## config.mk

```make
export PLATFORM = sky130hd
export DESIGN_NAME = instr_prefetch_buffer
export DESIGN_NICKNAME = d
export VERILOG_FILES = /design/src/rtl/instr_prefetch_buffer.sv
export SDC_FILE = /design/constraint.sdc
export NUM_CORES = 1
export LEC_CHECK = 0
export ABC_CLOCK_PERIOD_IN_PS = 11500
export BUFFER_PORTS_ARGS = -buffer_cell sky130_fd_sc_hd__buf_2
export CORE_ASPECT_RATIO = 1.2
export CORE_MARGIN = 8
export CORE_UTILIZATION = 50
export DETAILED_ROUTE_END_ITERATION = 6
export GPL_TIMING_DRIVEN = 0
export HOLD_SLACK_MARGIN = 0.12
export PLACE_DENSITY = 0.76
export SLEW_MARGIN = 30
export SYNTH_ARGS = -nofsm -noshare
export SYNTH_HDL_FRONTEND = slang
export SYNTH_SLANG_ARGS = --single-unit
export TNS_END_PERCENT = 30
```

## constraint.sdc

```tcl
create_clock -name i_CLK -period 11.5 [get_ports i_CLK]
set_clock_uncertainty 0.15 [all_clocks]
set_input_delay 2.3 -clock i_CLK [delete_from_list [all_inputs] [get_ports i_CLK]]
set_output_delay 2.3 -clock i_CLK [all_outputs]
set_load 0.03 [all_outputs]
```

## src/rtl/instr_prefetch_buffer.sv

```systemverilog
// Instruction prefetch queue between a variable-latency instruction memory and the fetch stage.
// Issues sequential word fetches, buffers DEPTH {PC, instr} pairs, and flushes on decode redirects.
module instr_prefetch_buffer #(
  parameter int                       ADDRESS_WIDTH = 32,
  parameter int                       INSTR_WIDTH   = 32,
  parameter int                       DEPTH         = 4,
  parameter logic [ADDRESS_WIDTH-1:0] RESET_PC      = '0
) (
  input  logic                     i_CLK,
  input  logic                     i_RST,
  input  logic                     i_PCSrcD,
  input  logic [ADDRESS_WIDTH-1:0] i_PCBranchD,
  input  logic                     i_StallF,
  output logic                     o_InstrValidF,
  output logic [INSTR_WIDTH-1:0]   o_InstrF,
  output logic [ADDRESS_WIDTH-1:0] o_PCF,
  output logic [ADDRESS_WIDTH-1:0] o_PCPlus4F,
  output logic                     o_MemReq,
  output logic [ADDRESS_WIDTH-1:0] o_MemAddr,
  input  logic                     i_MemAck,
  input  logic [INSTR_WIDTH-1:0]   i_MemRData
);

  localparam int PW = $clog2(DEPTH);
  localparam int CW = PW + 1;
  localparam logic [CW-1:0] DepthC = CW'(DEPTH);
  localparam logic [ADDRESS_WIDTH-1:0] WordStep = ADDRESS_WIDTH'(4);

  typedef enum logic [1:0] {
    IDLE,
    REQ,
    DROP
  } state_t;

  state_t                   stateQ;
  logic                     memReqQ;
  logic [ADDRESS_WIDTH-1:0] memAddrQ;
  logic [ADDRESS_WIDTH-1:0] fetchPcQ;
  logic [CW-1:0]            countQ;
  logic [CW-1:0]            countD;
  logic [PW-1:0]            rdPtrQ;
  logic [PW-1:0]            wrPtrQ;

  logic [ADDRESS_WIDTH-1:0] pcMemQ    [DEPTH];
  logic [INSTR_WIDTH-1:0]   instrMemQ [DEPTH];

  logic ack;
  logic valid;
  logic push;
  logic pop;
  logic hasRoom;

  assign ack   = memReqQ & i_MemAck;
  assign valid = (countQ != '0);
  assign pop   = valid & ~i_StallF & ~i_PCSrcD;
  assign push  = (stateQ == REQ) & ack & ~i_PCSrcD;

  // Occupancy after this edge; a same-cycle pop frees the slot a new request may reserve.
  always_comb begin
    countD = countQ;
    if (i_PCSrcD) begin
      countD = '0;
    end else begin
      countD = countQ + CW'(push) - CW'(pop);
    end
  end

  assign hasRoom = (countD < DepthC);

  always_ff @(posedge i_CLK or negedge i_RST) begin
    if (!i_RST) begin
      stateQ   <= IDLE;
      memReqQ  <= 1'b0;
      memAddrQ <= RESET_PC;
      fetchPcQ <= RESET_PC;
      countQ   <= '0;
      rdPtrQ   <= '0;
      wrPtrQ   <= '0;
    end else begin
      countQ <= countD;
      if (i_PCSrcD) begin
        rdPtrQ <= '0;
        wrPtrQ <= '0;
      end else begin
        if (push) wrPtrQ <= wrPtrQ + 1'b1;
        if (pop)  rdPtrQ <= rdPtrQ + 1'b1;
      end

      case (stateQ)
        IDLE: begin
          if (i_PCSrcD) begin
            fetchPcQ <= i_PCBranchD;
            memReqQ  <= 1'b1;
            memAddrQ <= i_PCBranchD;
            stateQ   <= REQ;
          end else if (hasRoom) begin
            memReqQ  <= 1'b1;
            memAddrQ <= fetchPcQ;
            stateQ   <= REQ;
          end
        end

        REQ: begin
          if (i_PCSrcD) begin
            fetchPcQ <= i_PCBranchD;
            if (ack) begin
              memAddrQ <= i_PCBranchD;
            end else begin
              // The old request must still complete before the target can be issued.
              stateQ <= DROP;
            end
          end else if (ack) begin
            fetchPcQ <= memAddrQ + WordStep;
            if (hasRoom) begin
              memAddrQ <= memAddrQ + WordStep;
            end else begin
              memReqQ <= 1'b0;
              stateQ  <= IDLE;
            end
          end
        end

        DROP: begin
          if (i_PCSrcD) begin
            fetchPcQ <= i_PCBranchD;
            if (ack) begin
              memAddrQ <= i_PCBranchD;
              stateQ   <= REQ;
            end
          end else if (ack) begin
            memAddrQ <= fetchPcQ;
            stateQ   <= REQ;
          end
        end

        default: begin
          memReqQ <= 1'b0;
          stateQ  <= IDLE;
        end
      endcase
    end
  end

  always_ff @(posedge i_CLK) begin
    if (push) begin
      pcMemQ[wrPtrQ]    <= memAddrQ;
      instrMemQ[wrPtrQ] <= i_MemRData;
    end
  end

  assign o_InstrValidF = valid;
  assign o_PCF         = valid ? pcMemQ[rdPtrQ] : '0;
  assign o_InstrF      = valid ? instrMemQ[rdPtrQ] : '0;
  assign o_PCPlus4F    = o_PCF + WordStep;
  assign o_MemReq      = memReqQ;
  assign o_MemAddr     = memAddrQ;

endmodule

```

==> results of run 1 <==
flip-flops by register name, indices dropped and copies added, names as in the netlist:
| name | flops |
|---|---|
| wrPtrQ | 2 |
| fetchPcQ | 32 |
| rdPtrQ | 2 |
| countQ | 3 |
| stateQ | 2 |
| o_MemAddr | 32 |
| instrMemQ | 128 |
| o_MemReq | 1 |
| pcMemQ | 128 |
Yosys cell counts (5+ instances only):
| cell | count |
|---|---|
| inv_1 | 28 |
| a21o_1 | 7 |
| o31ai_1 | 6 |
| mux4_1 | 21 |
| a211oi_1 | 9 |
| nor3_1 | 27 |
| and3_1 | 13 |
| nand4_1 | 20 |
| and2_1 | 61 |
| buf_2 | 5 |
| mux2i_1 | 41 |
| a22oi_1 | 6 |
| and4_1 | 7 |
| o22ai_1 | 19 |
| xnor2_1 | 35 |
| ha_1 | 13 |
| nand3_1 | 39 |
| edfxtp_1 | 256 |
| o21ai_0 | 62 |
| o211ai_1 | 7 |
| nor4_1 | 6 |
| xor2_1 | 19 |
| a21oi_1 | 55 |
| buf_6 | 5 |
| mux4_2 | 44 |
| nand2_1 | 111 |
| a31oi_1 | 12 |
| o21a_1 | 8 |
| a22o_1 | 6 |
| clkbuf_1 | 67 |
| o221ai_1 | 5 |
| a221oi_1 | 7 |
| dfrtp_1 | 74 |
| nor2_1 | 75 |
per-stage QoR:
| step | power (mW) | hold slack, ps | worst slack (ps) | util [%] |
|---|---|---|---|---|
| finish | 5.159 | 330.2 | 3944 | 59.31 |
| global route | 5.387 | 350.1 | 3857 | 59.31 |
| CTS | 5.134 | 332.6 | 4152 | 59.31 |
| detailed placement | 4.029 | 318.8 | 3637 | 55.86 |
| global placement | 3.983 | 311.6 | 3691 | 55.41 |
| floorplan | 3.254 | 299.5 | 5419 | - |
worst max-delay path: cells and delay by family:
| family | cells | cell delay [ps] |
|---|---|---|
| compound gates | 4 | 590 |
| buf+inv | 9 | 3460 |
| fa+ha+maj | 3 | 800 |
| simple gates | 2 | 230 |
| xor+xnor | 1 | 360 |
cells by family after synthesis:
kind of cell | Yosys count | share of synthesized area (%)
multiplexers | 106 | 11.97
XOR/XNOR | 55 | 3.036
buffers and inverters | 117 | 3.427
AND/OR/NAND/NOR | 387 | 12.35
adder cells (fa/ha/maj) | 14 | 1.119
AO/OA/AOI/OAI | 240 | 9.645
flip-flops | 330 | 58.45
where the power goes:
group	internal (mW)	switching (mW)
logic	0.772	1.55
registers	1.49	0.241
clock network	0.656	0.448
path summary, 6_finish.rpt:
check	end	slack [ps]	depth (start not counted)
max	o_MemAddr[30]	3940	19
min	fetchPcQ[28]	330	1
max reg2reg	o_MemAddr[30]	6150	20
min reg2reg	fetchPcQ[28]	330	1
max in group asynchronous	fetchPcQ[10]	9170	2
min in group asynchronous	fetchPcQ[31]	1470	1
cells in the final DEF (no fill, tap or decap), types with 19 or more instances in the layout:
master / count
inv_1: 28
nor3_1: 27
mux2i_1: 41
clkbuf_1: 72
dfrtp_1: 74
and2_1: 57
clkbuf_16: 37
xnor2_1: 35
mux4_1: 21
nand2_1: 111
buf_2: 202
edfxtp_1: 256
o21ai_0: 61
mux4_2: 44
nor2_1: 75
nand3_1: 39
xor2_1: 19
a21oi_1: 55
nand4_1: 20
o22ai_1: 19
final cells by class:
type / instances / area, um2
flip-flops and latches: 330 / 9539
plain buffers: 88 / 450.4
multi-input cells: 802 / 6237
clock inverters: 16 / 151.4
well taps: 407 / 509.2
fillers: 2500 / 13090
inverters: 29 / 108.9
repair buffers: 203 / 1120
clock buffers: 43 / 958.4
layer usage:
layer  vias up  GRT usage [%]  part of all wire (%)  wire length [um]
li1       5245              -                     -                 -
met1      5961          30.36                    38             18390
met2       809          39.89                    48             23030
met3       161          5.322                   9.9              4771
met4         0          9.796                   4.0              1930
met5         -              0                     0                 0
==> metrics, run 1 <==
CP dominant cell by count clkbuf_1; overall routed net length 48.12 mm; critical path endpoint category flip-flop; CTS max path bufs 3; hold-fix buffers at CTS 0; Fmax 132.3 MHz; LEAKAGE 7.247 nW; Setup crit start i_PCSrcD; Period minus WS final 7556 ps; failing checks DRC; dpl hpwl 33.51 mm; outcome complete, but fails checks; gr ovfl total 0; drt wl/cell 25.09 um; Final Cycle Share 65.71%; Crit path required time 11,710 ps; ys flop type edfxtp_1; die area 0.03870 mm2; Netlist Area Pre-Place 0.01632 mm2; WP data arrival 7770 ps; Slowest cell on crit path clkbuf_1; Total GRT Usage 24.09%; reg-to-reg startpoint stateQ[1]; share of cells above drive strength 1 22.57%; DR vias 12.18k; Final setup viols 0; I/O pin total 199; FP Rows 72; Net count, final 1,571; power density cells 270.5 mW/mm2; Non-Filler Cell Area, Final 0.01907 mm2; nature of the critical path startpoint input pin; TritonCTS clock tree built; vias in the first global route 12.14k; setup TNS 0 ps; Post-Syn Nets 1,332; CP max FO 10; Fin. Hold Viols 0; Yosys cell types 74; top cells by area, synth edfxtp_1 47%, dfrtp_1 11%, mux4_2 6.1%; CTS resizes 0; post-CTS setup buffers 0; global-route wire length before repair 72.29 mm; # DRC 2; H-tree Lvls 2; Slew @ Worst Pin 1060 ps; clock-pin slew on the worst setup and hold paths 60 ps; DR pass1 iterations 7; cell taking the most area after synthesis edfxtp_1; worst-path cell chain buf_2 -> clkbuf_1 -> clkbuf_1 -> clkbuf_1 -> buf_1 -> nor3_1 -> ha_1 -> inv_1 -> ha_1 -> inv_1 -> fa_1 -> xnor3_1 -> o22a_1 -> o21ba_2 -> clkbuf_1 -> clkbuf_1 -> o21ai_0 -> nand2_1 -> o21ai_0; Hold Path Origin fetchPcQ[28]; HP Class reg -> reg; CTS root buffer clkbuf_16; CP Class in -> reg; Synth Instances 1,249; initial antenna violation count 1; final non-filler cell total 1,918; ys async rst share 22.42%; synth warn 0; CTS Buf Count 34; Synth Area per Inst 13.07 um2; area share of the largest cell type after synthesis 47.11%; worst skew pair latency 520 ps; Post-Place Cells 1,859; share of the yosys chip area belonging to registers 58.45%; Via density 6.348; ANT nets after route 0; largest net degree at the start of global routing 55; max-slew violation count 0; GP Congestion 0.9657; worst rel slew slack 29.31%; Port Buffers 198; EDFF count, synth 256; Clock Sinks 330; max-cap violations 0; Initial Util 50.74%; First DRT Iteration DRCs 1,409; RSZ-0062 raised after global routing no; die height 213.9 um; count of antenna diodes in the layout 0; Core ar. 0.03216 mm2; Largest stage delay, worst path 620 ps; Worst VDD drop 201.4 uV; #FFs+latches synth 330; area grow syn2layout 16.88%; Die Wd 180.9 um; placement-stage cell area 0.01796 mm2
No activity file was read; power rests on OpenSTA's default activity.
==> inputs of run 2 (changes only) <==
Settings changed: ABC_CLOCK_PERIOD_IN_PS 11500 to 6300, PLACE_DENSITY 0.76 to 0.79.
Clock period 11.5 ns to 6.3 ns, I/O delays scaled along.
==> metrics, run 2 (synthesis results as in run 1) <==
outcome finished, final reports clean (was complete, but fails checks); I/O pin total 199 (unchanged); Slew @ Worst Pin 1050 ps (was 1060 ps); CP Class in -> reg (unchanged); DR pass1 iterations 6 (was 7); Final setup viols 0 (unchanged); worst-path cell chain buf_2 -> clkbuf_1 -> clkbuf_1 -> clkbuf_2 -> buf_1 -> nor3_1 -> ha_1 -> inv_1 -> ha_1 -> inv_1 -> fa_1 -> xnor3_1 -> o22a_1 -> o21ba_2 -> clkbuf_1 -> clkbuf_1 -> o22ai_1 (was buf_2 -> clkbuf_1 -> clkbuf_1 -> clkbuf_1 -> buf_1 -> nor3_1 -> ha_1 -> inv_1 -> ha_1 -> inv_1 -> fa_1 -> xnor3_1 -> o22a_1 -> o21ba_2 -> clkbuf_1 -> clkbuf_1 -> o21ai_0 -> nand2_1 -> o21ai_0); RSZ-0062 raised after global routing no (unchanged); # DRC 0 (was 2); Sw Ratio 44.11% (was 43.34%); critical path's top delay family buffers and inverters (unchanged); CTS root buffer clkbuf_16 (unchanged); Slowest cell on crit path clkbuf_1 (unchanged); R2R depth 18 (was 20); TritonCTS clock tree built (unchanged); count of antenna diodes in the layout 0 (unchanged); crit path buf inv count 9 (unchanged); worst skew pair latency 520 ps (about the same); reg2reg end o_MemAddr[28] (was o_MemAddr[30]); R2R Setup Slk 1060 ps (was 6150 ps); Final Cycle Share 98.23%; fin util 59.19% (was 59.31%); Power Internal 5.257 mW (was 2.923 mW); power density cells 494.2 mW/mm2 (was 270.5 mW/mm2); DR vias 12.24k (was 12.18k); Core ar. 0.03216 mm2 (unchanged); share of cells above drive strength 1 22.87% (was 22.57%); CP dominant cell by count clkbuf_1 (unchanged); Non-Filler Cell Area, Final 0.01904 mm2 (was 0.01907 mm2); Port Buffers 198 (unchanged); LEAKAGE 7.231 nW (was 7.247 nW); dpl hpwl 34.64 mm (was 33.51 mm); Worst path depth 17 (was 19); nature of the critical path startpoint input pin (unchanged); Gate power share 45.5% (was 44.9%); Largest stage delay, worst path 670 ps (was 620 ps); H-tree Lvls 2 (unchanged); vias in the first global route 12.48k (was 12.14k); largest registers instrMemQ: 128 flops, pcMemQ: 128 flops (unchanged); Psw 4.150 mW (was 2.236 mW); WP data arrival 6410 ps (was 7770 ps); Die Wd 180.9 um (unchanged); Crit path required time 6520 ps (was 11,710 ps); Total GRT Usage 25.01% (was 24.09%); area grow syn2layout 16.65% (was 16.88%); max-slew violation count 0 (unchanged); Fin. Hold Viols 0 (unchanged); initial antenna violation count 1 (unchanged); Clock Sinks 330 (unchanged); Period minus WS final 6189 ps; Initial Util 50.74% (unchanged); GP Congestion 0.9953 (was 0.9657); die area 0.03870 mm2 (unchanged); Clock Power Share 20.8% (was 21.4%); largest net degree at the start of global routing 65 (was 55); worst rel slew slack 29.98% (was 29.31%); most frequent cells in the layout 256 x edfxtp_1, 202 x buf_2, 111 x nand2_1 (unchanged); hold-fix buffers at CTS 0 (unchanged); gr ovfl total 0 (unchanged); CP max FO 10 (unchanged); CTS Buf Count 34 (unchanged); Worst VDD drop 412.6 uV (was 201.4 uV); Via density 6.375 (was 6.348); FP Rows 72 (unchanged); Fmax 161.6 MHz; HP Class reg -> reg (unchanged); critical path endpoint category flip-flop (unchanged); share of total power in sequential cells 33.7% (was 33.6%); Power Total 9.407 mW (was 5.159 mW); max-cap violations 0 (unchanged); Post-Place Cells 1,859 (unchanged); post-CTS setup buffers 0 (unchanged); commonest non-fill, non-tap cell in the layout edfxtp_1 (unchanged); overall routed net length 49.75 mm (was 48.12 mm); final non-filler cell total 1,920 (was 1,918); clock-pin slew on the worst setup and hold paths 60 ps (about the same); placement-stage cell area 0.01795 mm2 (was 0.01796 mm2); reg-to-reg startpoint stateQ[1] (unchanged); CTS max path bufs 3 (unchanged); drt wl/cell 25.91 um (was 25.09 um); First DRT Iteration DRCs 1,323 (was 1,409); die height 213.9 um (unchanged); CP Capture Point o_MemAddr[28] (was o_MemAddr[30]); ANT nets after route 0 (unchanged); Setup crit start i_PCSrcD (unchanged); global-route wire length before repair 75.09 mm (was 72.29 mm); Net count, final 1,571 (unchanged)
-- run 2: changes by cell type in the layout (fill, tap and decap cells not counted) --
cell | before | now
clkbuf_2 | 0 | 4
buf_12 | 6 | 8
buf_16 | 3 | 1
clkbuf_16 | 37 | 35
clkinv_1 | 5 | 3
clkinv_4 | 0 | 2
clkinv_8 | 0 | 2
a21oi_1 | 55 | 54
a21oi_2 | 0 | 1
bufinv_16 | 3 | 2
clkbuf_8 | 1 | 0
clkinv_2 | 7 | 6
inv_6 | 0 | 1
-- run 2: repair_timing --
action | in CTS | in global routing
endpoints found under the setup margin | 5 | 20
gates resized for setup | 3 | 2
pin swaps | 0 | 0
cloned | 0 | 0
-- run 2: layout make-up --
type / instances / area, um2
clock buffers: 44 / 909.6
clock inverters: 17 / 167.7
plain buffers: 88 / 455.4
repair buffers: 203 / 1105
well taps: 407 / 509.2
multi-input cells: 802 / 6241
inverters: 29 / 108.9
fillers: 2539 / 13130
flip-flops and latches: 330 / 9539
-- run 2: worst min-delay path by stage --
| stage | from | end | slack (ps) | depth (start not counted) |
|---|---|---|---|---|
| global placement | fetchPcQ[30] | fetchPcQ[30] | 310 | 1 |
| CTS | fetchPcQ[25] | fetchPcQ[25] | 340 | 1 |
| floorplan | fetchPcQ[29] | fetchPcQ[29] | 300 | 2 |
| finish | fetchPcQ[30] | fetchPcQ[30] | 340 | 1 |
| detailed placement | fetchPcQ[25] | fetchPcQ[25] | 320 | 1 |
| global route | fetchPcQ[28] | fetchPcQ[28] | 350 | 1 |
-- run 2: per-layer routing --
| layer | share of wire [%] | global-route usage (%) | wire length, um |
|---|---|---|---|
| met1 | 39 | 31.27 | 19480 |
| met5 | 0 | 0 | 0 |
| met4 | 4.3 | 11.40 | 2162 |
| met2 | 47 | 40.86 | 23510 |
| met3 | 9.2 | 5.864 | 4599 |
-- run 2: power by group through the flow --
stage | combinational [mW] | sequential (mW) | clock [mW]
2_1_floorplan | 2.72 | 3.22 | 0
3_3_place_gp | 4.16 | 3.17 | 0
3_5_place_dp | 4.22 | 3.19 | 0
4_1_cts | 4.24 | 3.15 | 1.98
5_1_grt | 4.54 | 3.21 | 2.06
6_report | 4.28 | 3.17 | 1.96
-- run 2: stage by stage --
step,setup slack [ps],setup TNS (ps),hold slack [ps]
2_1_floorplan,1259,0,299.5
3_3_place_gp,-551.3,-12370,309.7
3_5_place_dp,-624.3,-14590,321.7
4_1_cts,116.4,0,336.2
5_1_grt,25.98,0,347.9
6_report,111.3,0,338.7
==> inputs of run 3 (changes only) <==
Settings changed: CORE_ASPECT_RATIO 1.2 to not set.
==> metrics, run 3 (synthesis results as in run 1) <==
Slew @ Worst Pin 1027 ps (was 1050 ps); GP Congestion 0.9877 (was 0.9953); Crit path required time 6520 ps (about the same); Slowest cell on crit path clkbuf_1 (unchanged); critical path endpoint category flip-flop (unchanged); TritonCTS clock tree built (unchanged); initial antenna violation count 0 (was 1); max-cap violations 0 (unchanged); drt wl/cell 25.79 um (was 25.91 um); CTS Buf Count 36 (was 34); R2R depth 20 (was 18); hold-fix buffers at CTS 0 (unchanged); DR pass1 iterations 5 (was 6); Clock Power Share 22.5% (was 20.8%); HP Class reg -> reg (unchanged); Final Cycle Share 95.82% (was 98.23%); fin util 59.39% (was 59.19%); Net count, final 1,573 (was 1,571); Largest stage delay, worst path 560 ps (was 670 ps); power density cells 500.6 mW/mm2 (was 494.2 mW/mm2); Final setup viols 0 (unchanged); Fmax 165.7 MHz (was 161.6 MHz); max-slew violation count 0 (unchanged); Period minus WS final 6037 ps (was 6189 ps); Fin. Hold Viols 0 (unchanged); Gate power share 44.3% (was 45.5%); critical path's top delay family buffers and inverters (unchanged); Total GRT Usage 25.42% (was 25.01%); CTS max path bufs 3 (unchanged); Port Buffers 198 (unchanged); DR vias 12.19k (was 12.24k); clock-pin slew on the worst setup and hold paths 60 ps (about the same); H-tree Lvls 2 (unchanged); vias in the first global route 12.31k (was 12.48k); die area 0.03868 mm2 (was 0.03870 mm2); gr ovfl total 0 (unchanged); Clock Sinks 330 (unchanged); RSZ-0062 raised after global routing no (unchanged); nature of the critical path startpoint input pin (unchanged); worst hold stages 1 (unchanged); CP max FO 10 (unchanged); share of total power in sequential cells 33.2% (was 33.7%); Worst VDD drop 287.1 uV (was 412.6 uV); global-route wire length before repair 75.34 mm (was 75.09 mm); # DRC 0 (unchanged); CTS root buffer clkbuf_16 (unchanged); largest net degree at the start of global routing 43 (was 65); ANT nets after route 0 (unchanged); worst-path cell chain buf_2 -> clkbuf_1 -> clkbuf_2 -> clkbuf_1 -> clkbuf_2 -> nor3_1 -> ha_1 -> inv_1 -> ha_1 -> inv_1 -> fa_1 -> xnor3_1 -> o22a_1 -> o21ba_2 -> clkbuf_1 -> clkbuf_2 -> o21ai_0 -> nand2_1 -> o21ai_0 (was buf_2 -> clkbuf_1 -> clkbuf_1 -> clkbuf_2 -> buf_1 -> nor3_1 -> ha_1 -> inv_1 -> ha_1 -> inv_1 -> fa_1 -> xnor3_1 -> o22a_1 -> o21ba_2 -> clkbuf_1 -> clkbuf_1 -> o22ai_1); die height 196.7 um (was 213.9 um); CP Class in -> reg (unchanged); setup TNS 0 ps (unchanged); worst rel slew slack 30.79% (was 29.98%); I/O pin total 199 (unchanged); crit path buf inv count 9 (unchanged); largest registers instrMemQ: 128 flops, pcMemQ: 128 flops (unchanged); reg2reg end o_MemAddr[30] (was o_MemAddr[28]); LEAKAGE 7.310 nW (was 7.231 nW); First DRT Iteration DRCs 1,216 (was 1,323); share of cells above drive strength 1 23.42% (was 22.87%); Power Internal 5.457 mW (was 5.257 mW); Setup crit start i_PCSrcD (unchanged); Core ar. 0.03237 mm2 (was 0.03216 mm2); reg-to-reg startpoint stateQ[1] (unchanged); Die Wd 196.7 um (was 180.9 um); Non-Filler Cell Area, Final 0.01923 mm2 (was 0.01904 mm2); dpl hpwl 35.36 mm (was 34.64 mm); Via density 6.224 (was 6.375); FP Rows 66 (was 72); area grow syn2layout 17.81% (was 16.65%); outcome finished, final reports clean (unchanged); Initial Util 50.41% (was 50.74%); commonest non-fill, non-tap cell in the layout edfxtp_1 (unchanged); Psw 4.168 mW (was 4.150 mW); WP data arrival 6260 ps (was 6410 ps); placement-stage cell area 0.01799 mm2 (was 0.01795 mm2); R2R Setup Slk 1030 ps (was 1060 ps); Sw Ratio 43.31% (was 44.11%); fillers 2,553 (was 2,539); most frequent cells in the layout 256 x edfxtp_1, 202 x buf_2, 111 x nand2_1 (unchanged); count of antenna diodes in the layout 0 (unchanged); WHS Endpoint fetchPcQ[25] (was fetchPcQ[30]); overall routed net length 50.49 mm (was 49.75 mm); worst skew pair latency 510 ps (was 520 ps); Hold Path Origin fetchPcQ[25] (was fetchPcQ[30])
[run 3: area by class of cell]
type                    count  area, um2  share of cell area, %
well taps                 442      553.0                  2.876
plain buffers              88      459.2                  2.388
clock inverters            23      282.8                  1.471
clock buffers              41      929.6                  4.835
flip-flops and latches    330       9539                  49.62
repair buffers            203       1112                  5.786
inverters                  29      108.9                 0.5662
multi-input cells         802       6241                  32.46
[run 3: through the flow]
step / worst slack, ps / total power [mW] / hold WS [ps] / cells
after floorplan: 1259 / 5.940 / 299.5 / 1249
after global placement: -664.3 / 7.336 / 311.7 / 1889
after detailed placement: -686.6 / 7.413 / 317.1 / 1894
after CTS: -19.50 / 9.592 / 331.2 / 1958
after global routing: 139.0 / 10.05 / 352.8 / 1958
final: 263.4 / 9.625 / 336.9 / 1958
[run 3: worst max-delay path by stage]
stage | to | slack, ps | cells past startpoint
after floorplan | o_PCPlus4F[30] | 1260 | 12
after global placement | o_MemAddr[30] | -660 | 19
after detailed placement | o_MemAddr[30] | -690 | 19
after CTS | o_MemAddr[30] | -20 | 17
after global routing | o_MemAddr[30] | 140 | 19
final | o_MemAddr[30] | 260 | 19
[run 3: timing repair]
item                                    in CTS  in global routing
endpoints found under the setup margin      14                 31
gates resized for setup                      2                  9
cloned                                       0                  0
buffers inserted                             0                  0
[run 3: power by group through the flow]
stage,clock network (mW),registers (mW),logic (mW)
floorplan,0,3.22,2.72
global placement,0,3.19,4.14
detailed placement,0,3.21,4.20
CTS,2.20,3.17,4.22
global route,2.28,3.22,4.55
finish,2.17,3.20,4.26
[run 3: worst reg2reg max path: cells and delay by family (launching register included)]
family,cells,cell delay [ps]
and+or+nand+nor,2,730
buffers and inverters,9,1960
adders and majority gates,4,940
xor gates and xnor gates,1,360
DFF,1,430
AOI/OAI and AO/OA,4,560
[run 3: per-layer routing]
| layer | routed length [um] | GRT usage [%] |
|---|---|---|
| met1 | 20560 | 34.40 |
| met2 | 23390 | 41.09 |
| met3 | 5111 | 4.946 |
| met4 | 1430 | 8.331 |
| met5 | 0 | 0 |
